### src/rtl/pipeline_hazard_ctrl.sv
// Five-stage pipeline sequencer: per-stage load/hold/bubble decisions for cache waits,
// load-use, mispredict redirects and multi-cycle mul/div; outputs are combinational.
module pipeline_hazard_ctrl #(
  parameter int MD_LATENCY = 4,
  parameter int CNT_W      = 32
) (
  input  logic             clk,
  input  logic             reset,
  input  logic             icache_resp,
  input  logic             mem_req,
  input  logic             dcache_resp,
  input  logic             md_start,
  input  logic             ex_mispredict,
  input  logic             ex_is_load,
  input  logic [4:0]       ex_rd,
  input  logic [4:0]       id_rs1,
  input  logic [4:0]       id_rs2,
  input  logic             id_uses_rs1,
  input  logic             id_uses_rs2,
  output logic             load_pc,
  output logic             load_id,
  output logic             load_ex,
  output logic             load_mem,
  output logic             load_wb,
  output logic             bubble_id,
  output logic             bubble_ex,
  output logic             pc_redirect,
  output logic             ex_rdata_hazard,
  output logic [CNT_W-1:0] stall_cycles
);
  localparam int MD_W = $clog2(MD_LATENCY) + 1;

  logic [MD_W-1:0] md_cnt;
  logic            discard_pending;
  logic            discard_next;
  logic            md_busy, md_done, md_stall, d_stall, lu_hazard;

  assign md_busy   = (md_cnt != '0) | md_start;
  assign md_done   = ~md_start & (md_cnt == MD_W'(1));
  assign md_stall  = md_busy & ~md_done;
  assign d_stall   = mem_req & ~dcache_resp;
  assign lu_hazard = ex_is_load & (ex_rd != 5'd0) &
                     ((id_uses_rs1 & (id_rs1 == ex_rd)) | (id_uses_rs2 & (id_rs2 == ex_rd)));

  always_comb begin
    load_pc         = 1'b0;
    load_id         = 1'b0;
    load_ex         = 1'b0;
    load_mem        = 1'b0;
    load_wb         = 1'b0;
    bubble_id       = 1'b0;
    bubble_ex       = 1'b0;
    pc_redirect     = 1'b0;
    ex_rdata_hazard = 1'b0;
    discard_next    = discard_pending;
    if (reset) begin
      discard_next = 1'b0;
    end else if (d_stall) begin
      ex_rdata_hazard = 1'b1;
    end else if (md_stall) begin
      load_wb         = 1'b1;
      ex_rdata_hazard = 1'b1;
    end else if (ex_mispredict) begin
      pc_redirect  = 1'b1;
      load_pc      = 1'b1;
      load_id      = 1'b1;
      load_ex      = 1'b1;
      load_mem     = 1'b1;
      load_wb      = 1'b1;
      bubble_id    = 1'b1;
      bubble_ex    = 1'b1;
      // The wrong-path fetch still in flight must be dropped when it returns.
      discard_next = discard_pending | ~icache_resp;
    end else if (discard_pending & icache_resp) begin
      load_id      = 1'b1;
      load_ex      = 1'b1;
      load_mem     = 1'b1;
      load_wb      = 1'b1;
      bubble_id    = 1'b1;
      discard_next = 1'b0;
    end else if (lu_hazard) begin
      load_ex   = 1'b1;
      load_mem  = 1'b1;
      load_wb   = 1'b1;
      bubble_ex = 1'b1;
    end else if (~icache_resp) begin
      load_id   = 1'b1;
      load_ex   = 1'b1;
      load_mem  = 1'b1;
      load_wb   = 1'b1;
      bubble_id = 1'b1;
    end else begin
      load_pc  = 1'b1;
      load_id  = 1'b1;
      load_ex  = 1'b1;
      load_mem = 1'b1;
      load_wb  = 1'b1;
    end
  end

  always_ff @(posedge clk) begin
    if (reset) begin
      md_cnt          <= '0;
      discard_pending <= 1'b0;
      stall_cycles    <= '0;
    end else begin
      // The mul/div count runs regardless of which stall is currently winning.
      if (md_start && md_cnt == '0)
        md_cnt <= MD_W'(MD_LATENCY - 1);
      else if (md_cnt != '0)
        md_cnt <= md_cnt - MD_W'(1);
      discard_pending <= discard_next;
      if (!load_pc && stall_cycles != '1)
        stall_cycles <= stall_cycles + CNT_W'(1);
    end
  end
endmodule

### config.mk
export PLATFORM = sky130hd
export DESIGN_NAME = pipeline_hazard_ctrl
export DESIGN_NICKNAME = d
export VERILOG_FILES = /design/src/rtl/pipeline_hazard_ctrl.sv
export SDC_FILE = /design/constraint.sdc
export NUM_CORES = 1
export LEC_CHECK = 0
export CORE_UTILIZATION = 50
export CTS_CLUSTER_SIZE = 14
export DETAILED_ROUTE_END_ITERATION = 8
export PLACE_DENSITY = 0.94
export SLEW_MARGIN = 30
export SYNTH_ARGS = -nofsm -noshare
export SYNTH_HDL_FRONTEND = slang
export SYNTH_SLANG_ARGS = --single-unit
export TNS_END_PERCENT = 1
### constraint.sdc
create_clock -name clk -period 4.02 [get_ports clk]
set_clock_uncertainty 0.15 [all_clocks]
set_input_delay 0.402 -clock clk [delete_from_list [all_inputs] [get_ports clk]]
set_output_delay 0.402 -clock clk [all_outputs]
set_load 0.01 [all_outputs]
==> results of run 1 <==
-- kinds of logic after synthesis --
family	count (synthesis)	share of synthesized area (%)
AOI/OAI and AO/OA	17	5.83
xor gates and xnor gates	38	15.7
adders and majority gates	4	2.36
buffers and inverters	17	4.24
DFF	36	33.9
muxes	3	1.53
and+or+nand+nor	130	36.5
-- layout make-up --
cell class | instances | share of cell area, %
multi-input combinational | 192 | 45.6
sequential | 36 | 25.0
timing repair buffer | 66 | 22.8
clock buffer | 6 | 2.87
tap | 50 | 2.17
inverter | 9 | 1.17
clock inverter | 2 | 0.347
-- cell usage after synthesis (2+ instances only) --
library cell,number
nor4_4,3
nand4_1,18
a21oi_1,5
nand3_1,14
ha_1,4
and2_1,6
and4_1,4
nor2_1,40
nor2b_1,5
nand4b_1,2
o21a_1,3
xor2_1,24
xnor2_1,14
dfxtp_1,36
nor3_1,3
and3_1,5
a211oi_1,2
clkbuf_1,4
nand2_1,13
nand2b_2,2
buf_6,3
inv_1,9
-- report_power, final --
| group | leakage (nW) | switching, W | internal [W] |
|---|---|---|---|
| clock network | 0.0510 | 0.000133 | 0.000137 |
| logic | 0.691 | 0.000124 | 0.000124 |
| registers | 0.291 | 0.0000257 | 0.000379 |
| total | 1.03 | 0.000283 | 0.000640 |
-- registers in the layout, indices dropped and copies added, names as in the netlist --
signal,cells
md_cnt,3
discard_pending,1
stall_cycles,32
-- worst max-delay path by stage --
stage | cells past startpoint | end | slack (ns) | startpoint
after floorplan | 11 | stall_cycles[19] | 1.63 | md_cnt[0]
final | 8 | load_pc | 0.81 | md_cnt[0]
after CTS | 8 | load_pc | 0.81 | md_cnt[0]
after global placement | 6 | load_pc | 0.92 | md_start
after detailed placement | 6 | load_id | 0.86 | ex_rd[1]
after global routing | 8 | load_pc | 0.67 | md_cnt[0]
-- worst max-delay path, delay by kind of cell, from the launching register on --
kind	cells	cell delay (ns)
buffers and inverters	2	0.62
adder cells (fa/ha/maj)	1	0.20
flip-flops	1	0.35
AND/OR/NAND/NOR	5	1.19
-- per-stage QoR --
| step | util, % | worst slack, ns | cell area [um2] | power [W] |
|---|---|---|---|---|
| after floorplan | - | 1.63 | 2120 | 0.000563 |
| after global placement | 69.2 | 0.921 | 2790 | 0.000647 |
| after detailed placement | 69.2 | 0.863 | 2790 | 0.000657 |
| after CTS | 71.5 | 0.807 | 2880 | 0.000923 |
| after global routing | 71.5 | 0.665 | 2880 | 0.000965 |
| final | 71.5 | 0.807 | 2880 | 0.000923 |
-- routing by layer --
metal / part of all wire, % / wire length, um
met5: 0 / 0
met3: 5.3 / 269
met4: 1.5 / 74
met1: 41 / 2080
met2: 52 / 2620
-- cell usage in the layout (no fill, tap or decap), types with 9 or more instances in the layout --
cell type        count
dfxtp_1             36
nand4_1             18
nand2_1             13
nor2_1              40
clkdlybuf4s50_1     65
inv_1                9
xnor2_1             14
xor2_1              24
nand3_1             14
==> results_dict.tcl, run 1 <==
set metrics [dict create \
    fin_tns_setup_ns 0 \
    dr.pass1.iters 4 \
    final_cell_count_no_fill 361 \
    dieArea_mm2 0.00451 \
    via_per_inst 5.55 \
    clockBufferDepth 2 \
    yosys_most_used_dff "dfxtp_1" \
    cts_buffers 5 \
    start_kind "flip-flop" \
    hp-class "flip-flop to flip-flop" \
    hold_depth 2 \
    antenna_found_initial 0 \
    multiInputGateArea_mm2 0.00131 \
    slew_headroom_pct 69.4 \
    start_util_pct 52.7 \
    path_max_fanout 30 \
    met3_usage_pct 5.57 \
    grt_pass1_vias 1854 \
    die_height_um 67.2 \
    dp.cells 353 \
    holdCritStartpoint "md_cnt[1]" \
    cts_max_level 2 \
    via_count 2003 \
    antenna_left 0 \
    drive_gt1_share_pct 8.36 \
    holdWs_ns 0.364 \
    slowest_stage "or3_4" \
    final_nets 339 \
    r2r_cells 11 \
    peakVddDrop_mv 0.309 \
    synthTopCellsByArea "dfxtp_1 (34%), xor2_1 (9.9%), nor2_1 (7.1%), xnor2_1 (5.8%), nand4_1 (5.3%)" \
    arrival_ns 2.66 \
    layout_min_cycle_time_ns 3.21 \
    clock_latency_ns 0.30 \
    use_met2_pct 41.5 \
    synth-edff-count 0 \
    n_antenna_cell 0 \
    status "finished clean" \
    required_ns 3.47 \
    nFillCells 318 \
    seqCellArea_um2 721 \
    post-route-drc-count 0 \
    synthToLayoutAreaGrowth_pct 35.6 \
    worstMarginPinSlew_ns 0.456 \
    max_stage_delay_ns 0.54 \
    cts_tree "yes" \
    yosysSeqAreaShare_pct 33.9 \
    grt-ovfl-total 0 \
    placement.io_buffers 65 \
    clockRootBuffer "clkbuf_8" \
    ctsResizeCount 0 \
    die-width_um 67.2 \
    wl_per_cell_um 14.0 \
    crit_path_end_kind "output pin" \
    yosys_warnings 0 \
    r2r_slack_ns 1.34 \
    syn_inst 245 \
    syn-num-nets 274 \
    avgSynthCellArea_um2 8.67 \
    power_leakage_nw 1.03 \
    core_mm2 0.00403 \
    io_pins 66 \
    setup_viol 0 \
    grt_first_pass_wirelength_mm 8.02 \
    yosysUniqueCellTypes 48 \
    grt_max_degree 41 \
    place.gp.congestion 0.812 \
    drt-initial-drc-count 110 \
    reg2reg_from "md_cnt[0]" \
    grtUsageMet1_pct 27.3 \
    async_reset_ff_share_pct 0 \
    syn_area_mm2 0.00212 \
    wl_mm 5.04 \
    worstPathCellList "inv_1 -> ha_1 -> nor2_1 -> nor4_4 -> nand2b_2 -> or3_4 -> nand2_1 -> clkdlybuf4s50_1" \
    p_per_area_mw_per_mm2 320 \
    cts_setup_buffers 0 \
    reg2reg_to "stall_cycles[19]" \
    synth_top_area_share_pct 33.9 \
    maxSlewViolCount 0 \
    rsz0062_at_grt "false" \
    top_usage_layer "met2" \
    cap_violations 0 \
    fmax_mhz 311 \
    ys_ff_latch 36 \
    timing.final.crit_share_pct 79.9 \
    clkTransAtPathRegs_ns 0.07 \
    hpwl_mm 3.56 \
    synth_top_area_cell "dfxtp_1" \
    critical_path_class "flip-flop to output pin" \
    hold_viol_final 0 \
    grt.total_usage_pct 23.7 \
    rows 23 \
    min_to "md_cnt[1]" \
    clock-sinks 36 \
    cts_hold_buf 0 \
]
No activity file was read; power rests on OpenSTA's default activity.
==> run 2: changes to the inputs <==
--- a/config.mk
+++ b/config.mk
@@ -5,10 +5,10 @@
 export SDC_FILE = /design/constraint.sdc
 export NUM_CORES = 1
 export LEC_CHECK = 0
-export CORE_UTILIZATION = 50
+export CORE_UTILIZATION = 42
 export CTS_CLUSTER_SIZE = 14
 export DETAILED_ROUTE_END_ITERATION = 8
-export PLACE_DENSITY = 0.94
+export PLACE_DENSITY = 0.85
 export SLEW_MARGIN = 30
 export SYNTH_ARGS = -nofsm -noshare
 export SYNTH_HDL_FRONTEND = slang
==> constraint.sdc (replaced) <==
create_clock -name clk -period 2.82 [get_ports clk]
set_clock_uncertainty 0.15 [all_clocks]
set_input_delay 0.282 -clock clk [delete_from_list [all_inputs] [get_ports clk]]
set_output_delay 0.282 -clock clk [all_outputs]
set_load 0.01 [all_outputs]
==> run 2 against run 1 <==
  * Critical path depth up 1
  * Sequential power up 42%
  * Clock power increased by 42%
  * Critical path type is now primary input to output pin
  * Critical endpoint is now bubble_id
==> results_dict.tcl, run 2 (synthesis results as in run 1) <==
set metrics [dict create \
    netSwitchingFraction_pct 30.0 \
    via_per_inst 5.15 \
    timing.final.crit_share_pct 96.3 \
    via_count 1984 \
    synthToLayoutAreaGrowth_pct 39.8 \
    die_height_um 73.1 \
    io_pins 66 \
    n_antenna_cell 0 \
    final_nets 346 \
    status "finished clean" \
    die-width_um 73.1 \
    place_area_mm2 0.00286 \
    worstMarginPinSlew_ns 0.485 \
    peakVddDrop_mv 0.400 \
    reg_top3 "stall_cycles x32, md_cnt x3, discard_pending x1" \
    p_total_w 0.00132 \
    rows 25 \
    holdWs_ns 0.359 \
    p_per_area_mw_per_mm2 445 \
    grt_first_pass_wirelength_mm 8.44 \
    clock-sinks 36 \
    crit_path_end_kind "output pin" \
    critical_path_class "primary input to output pin" \
    post-route-drc-count 0 \
    placement.io_buffers 65 \
    hold_viol_final 0 \
    maxSlewViolCount 0 \
    layout_setup_ws_ns 0.105 \
    grt.total_usage_pct 20.4 \
    wl_per_cell_um 12.8 \
    fin_tns_setup_ns 0 \
    cap_violations 0 \
    clockRootBuffer "clkbuf_8" \
    clockBufferDepth 2 \
    cts_buffers 5 \
    grt_max_degree 41 \
    drt-initial-drc-count 168 \
    cts_hold_buf 0 \
    rsz0062_at_grt "true" \
    grt-ovfl-total 0 \
    power_leakage_nw 1.11 \
    required_ns 2.39 \
    cts_tree "yes" \
    antenna_found_initial 0 \
    core_mm2 0.00479 \
    clkPwrFrac_pct 29.0 \
    clkTransAtPathRegs_ns 0.07 \
    setup_viol 0 \
    r2r_slack_ns 0.27 \
    largest_register_ffs 32 \
    dr.pass1.iters 4 \
    clock_latency_ns 0.29 \
    wl_mm 4.93 \
    grt_pass1_vias 1910 \
    p_int_w 0.000926 \
    nFillCells 440 \
    p_sw_w 0.000397 \
    cts_max_level 2 \
    hp-class "flip-flop to flip-flop" \
    fmax_mhz 368 \
    layout_common_cells "clkdlybuf4s50_1 (61), nor2_1 (40), dfxtp_1 (36), xor2_1 (24), nand4_1 (18)" \
    fin_area_mm2 0.00297 \
    dieArea_mm2 0.00535 \
    top_register "stall_cycles" \
    p_comb_share_pct 27.5 \
    place.gp.congestion 0.761 \
    path_max_fanout 3 \
    final_common_cell "clkdlybuf4s50_1" \
    drive_gt1_share_pct 10.7 \
    start_util_pct 44.4 \
    p_seq_share_pct 43.4 \
    start_kind "primary input" \
    hpwl_mm 3.69 \
    pre_cts_ws_ns -0.0415 \
    arrival_ns 2.28 \
    slew_headroom_pct 67.4 \
    layout_min_cycle_time_ns 2.71 \
    antenna_left 0 \
]
-- run 2: changes by cell type in the layout (fill, tap and decap cells not counted), moves of 2 or more --
cell	previous run	this run
buf_4	1	8
clkdlybuf4s50_1	65	61
dlymetal6s2s_1	0	3
clkinv_2	2	0
-- run 2: repair_timing --
item	in CTS	in global routing
buffers inserted	1	0
gates resized for setup	3	4
endpoints found under the hold margin	0	0
endpoints found under the setup margin	3	3
pin swaps	1	0
-- run 2: power by group through the flow --
stage | clock (W) | combinational, W | sequential (W)
2_1_floorplan | 0 | 0.000218 | 0.000584
3_3_place_gp | 0 | 0.000345 | 0.000584
3_5_place_dp | 0 | 0.000353 | 0.000586
4_1_cts | 0.000390 | 0.000366 | 0.000574
5_1_grt | 0.000414 | 0.000402 | 0.000579
6_report | 0.000384 | 0.000364 | 0.000574
-- run 2: worst max-delay path, cell delays in order --
cell             delay, ns
clkdlybuf4s50_1       0.45
buf_4                 0.15
xnor2_1               0.13
nand4_1               0.14
o22ai_2               0.16
o311ai_1              0.15
o21a_1                0.19
o21a_1                0.16
clkdlybuf4s50_1       0.47
-- run 2: final cells by class --
class                      instances  area (um2)  area share, %
sequential                        36         721           24.3
clock inverter                     1        7.51          0.253
inverter                           9        33.8           1.14
tap                               67        83.8           2.82
timing repair buffer              73         717           24.1
clock buffer                       7        86.3           2.91
multi-input combinational        192        1320           44.5
-- run 2: worst paths after layout --
path                            startpoint               end  cells past startpoint
worst max-delay path              ex_rd[0]         bubble_id                      9
worst min-delay path             md_cnt[1]         md_cnt[1]                      2
worst max register to register   md_cnt[0]  stall_cycles[24]                     10
worst min register to register   md_cnt[1]         md_cnt[1]                      2
-- run 2: metal layers --
layer,GRT usage (%),vias up,routed length (um)
li1,-,995,-
met1,24.1,920,2120
met2,34.8,64,2450
met3,8.15,5,325
met4,4.36,0,38
met5,0,-,0
-- run 2: metrics by stage --
| stage | util, % | cells |
|---|---|---|
| after floorplan | - | 245 |
| after global placement | 59.7 | 376 |
| after CTS | 61.8 | 385 |
| after global routing | 62.0 | 385 |
| after detailed placement | 59.7 | 376 |
| final | 62.0 | 385 |
==> run 3: changes to the inputs <==
--- a/config.mk
+++ b/config.mk
@@ -8,6 +8,7 @@
 export CORE_UTILIZATION = 42
 export CTS_CLUSTER_SIZE = 14
 export DETAILED_ROUTE_END_ITERATION = 8
+export GPL_TIMING_DRIVEN = 0
 export PLACE_DENSITY = 0.85
 export SLEW_MARGIN = 30
 export SYNTH_ARGS = -nofsm -noshare
==> run 3 against run 2 <==
  * Worst hold slack got worse by 0.042 ns
  * Highest routed layer unchanged
  * Flip-flop and latch count did not move
  * Wire length up 3.1%
  * Die area is the same
  * Final area up 0.80%
  * Non-clock buffer count grew 4
  * Via count is 1.9% higher
  * Clock-buffer cell count did not move
  * Total power grew 0.34%
  * Sequential share of layout area is 0.15 points lower
  * Critical path type unchanged
==> results_dict.tcl, run 3 (synthesis results as in run 1) <==
set metrics [dict create \
    path_max_fanout 3 \
    clock-sinks 36 \
    dieArea_mm2 0.00535 \
    dr.pass1.iters 4 \
    cts_max_level 2 \
    hold_viol_final 0 \
    layout_min_cycle_time_ns 2.75 \
    worstMarginPinSlew_ns 0.532 \
    io_pins 66 \
    layout_common_cells "clkdlybuf4s50_1 (61), nor2_1 (40), dfxtp_1 (35), xor2_1 (24), nand4_1 (18)" \
    antenna_found_initial 0 \
    post-route-drc-count 0 \
    core_mm2 0.00479 \
    antenna_left 0 \
    via_per_inst 5.20 \
    nFillCells 429 \
    cts_buffers 5 \
    wl_mm 5.08 \
    wl_per_cell_um 13.1 \
    cap_violations 0 \
    n_antenna_cell 0 \
    grt_pass1_vias 1927 \
    start_kind "primary input" \
    layout_setup_ws_ns 0.0694 \
    cts_hold_buf 0 \
    required_ns 2.39 \
    place_area_mm2 0.00286 \
    die-width_um 73.1 \
    slew_headroom_pct 64.5 \
    clkTransAtPathRegs_ns 0.07 \
    fin_area_mm2 0.00299 \
    timing.final.crit_share_pct 97.5 \
    hp-class "flip-flop to flip-flop" \
    p_per_area_mw_per_mm2 443 \
    grt-ovfl-total 0 \
    place.gp.congestion 0.813 \
    via_count 2021 \
    top_register "stall_cycles" \
    drt-initial-drc-count 165 \
    power_leakage_nw 1.09 \
    clockBufferDepth 2 \
    rows 25 \
    fmax_mhz 364 \
    largest_register_ffs 32 \
    fin_tns_setup_ns 0 \
    final_nets 350 \
    pre_cts_ws_ns -0.264 \
    reg_top3 "stall_cycles x32, md_cnt x3, discard_pending x1" \
    postLayoutCoreUtil_pct 62.5 \
    clock_latency_ns 0.28 \
    crit_path_end_kind "output pin" \
    holdWs_ns 0.318 \
    hpwl_mm 3.89 \
    setup_viol 0 \
    grt_max_degree 12 \
    cts_tree "yes" \
    arrival_ns 2.32 \
    final_common_cell "clkdlybuf4s50_1" \
    synthToLayoutAreaGrowth_pct 40.9 \
    status "finished clean" \
    drive_gt1_share_pct 11.5 \
    placement.io_buffers 65 \
    grt_first_pass_wirelength_mm 8.27 \
    start_util_pct 44.4 \
    clockRootBuffer "clkbuf_8" \
    grt.total_usage_pct 19.8 \
    maxSlewViolCount 0 \
    critical_path_class "primary input to output pin" \
    rsz0062_at_grt "true" \
    die_height_um 73.1 \
    peakVddDrop_mv 0.350 \
]
==> run 3: metal layers <==
layer,vias up,global-route usage (%),share of wire [%]
li1,996,-,-
met4,0,4.14,0.67
met1,937,24.4,43
met2,84,35.3,50
met3,4,4.28,6.6
met5,-,0,0
==> run 3: layout make-up <==
| class | count | area (um2) | area share, % |
|---|---|---|---|
| Tap cell | 67 | 83.8 | 2.80 |
| Buffer | 7 | 48.8 | 1.63 |
| Sequential cell | 36 | 722 | 24.1 |
| Clock inverter | 1 | 8.76 | 0.293 |
| Inverter | 9 | 37.5 | 1.25 |
| Multi-Input combinational cell | 192 | 1330 | 44.4 |
| Clock buffer | 7 | 76.3 | 2.55 |
| Timing Repair Buffer | 70 | 687 | 23.0 |
==> run 3: worst paths after layout <==
path                   from               end  slack [ns]  cells after the start
hold / removal    md_cnt[0]         md_cnt[0]        0.32                      1
setup reg to reg  md_cnt[1]  stall_cycles[24]        0.20                     11
setup / recovery   ex_rd[0]         bubble_ex        0.07                      8
hold reg to reg   md_cnt[0]         md_cnt[0]        0.32                      1
==> run 3: critical path, stage by stage <==
cell and delay [ns]:
clkdlybuf4s50_1 0.54, xnor2_1 0.13, nand4_1 0.10, o22ai_1 0.26, o311ai_2 0.16, a21oi_1 0.18, o21a_1 0.13, clkdlybuf4s50_1 0.53
==> run 3: repair_timing <==
| action | 4_1_cts | 5_1_grt |
|---|---|---|
| pin swaps | 2 | 3 |
| gates cloned | 0 | 0 |
| setup endpoints to repair | 4 | 5 |
| gates resized for setup | 7 | 8 |
| buffers inserted | 2 | 3 |
==> run 3: per-stage QoR <==
stage                     power (W)  instances
after floorplan            0.000802        245
after global placement     0.000936        377
after detailed placement   0.000950        377
after CTS                   0.00131        387
after global routing        0.00140        389
final                       0.00133        389
==> run 3: where the power goes <==
part | leakage, nW | internal [W] | switching, W
Sequential | 0.291 | 0.000542 | 0.0000347
Clock | 0.0424 | 0.000176 | 0.000178
Combinational | 0.756 | 0.000207 | 0.000189
Total | 1.09 | 0.000925 | 0.000402
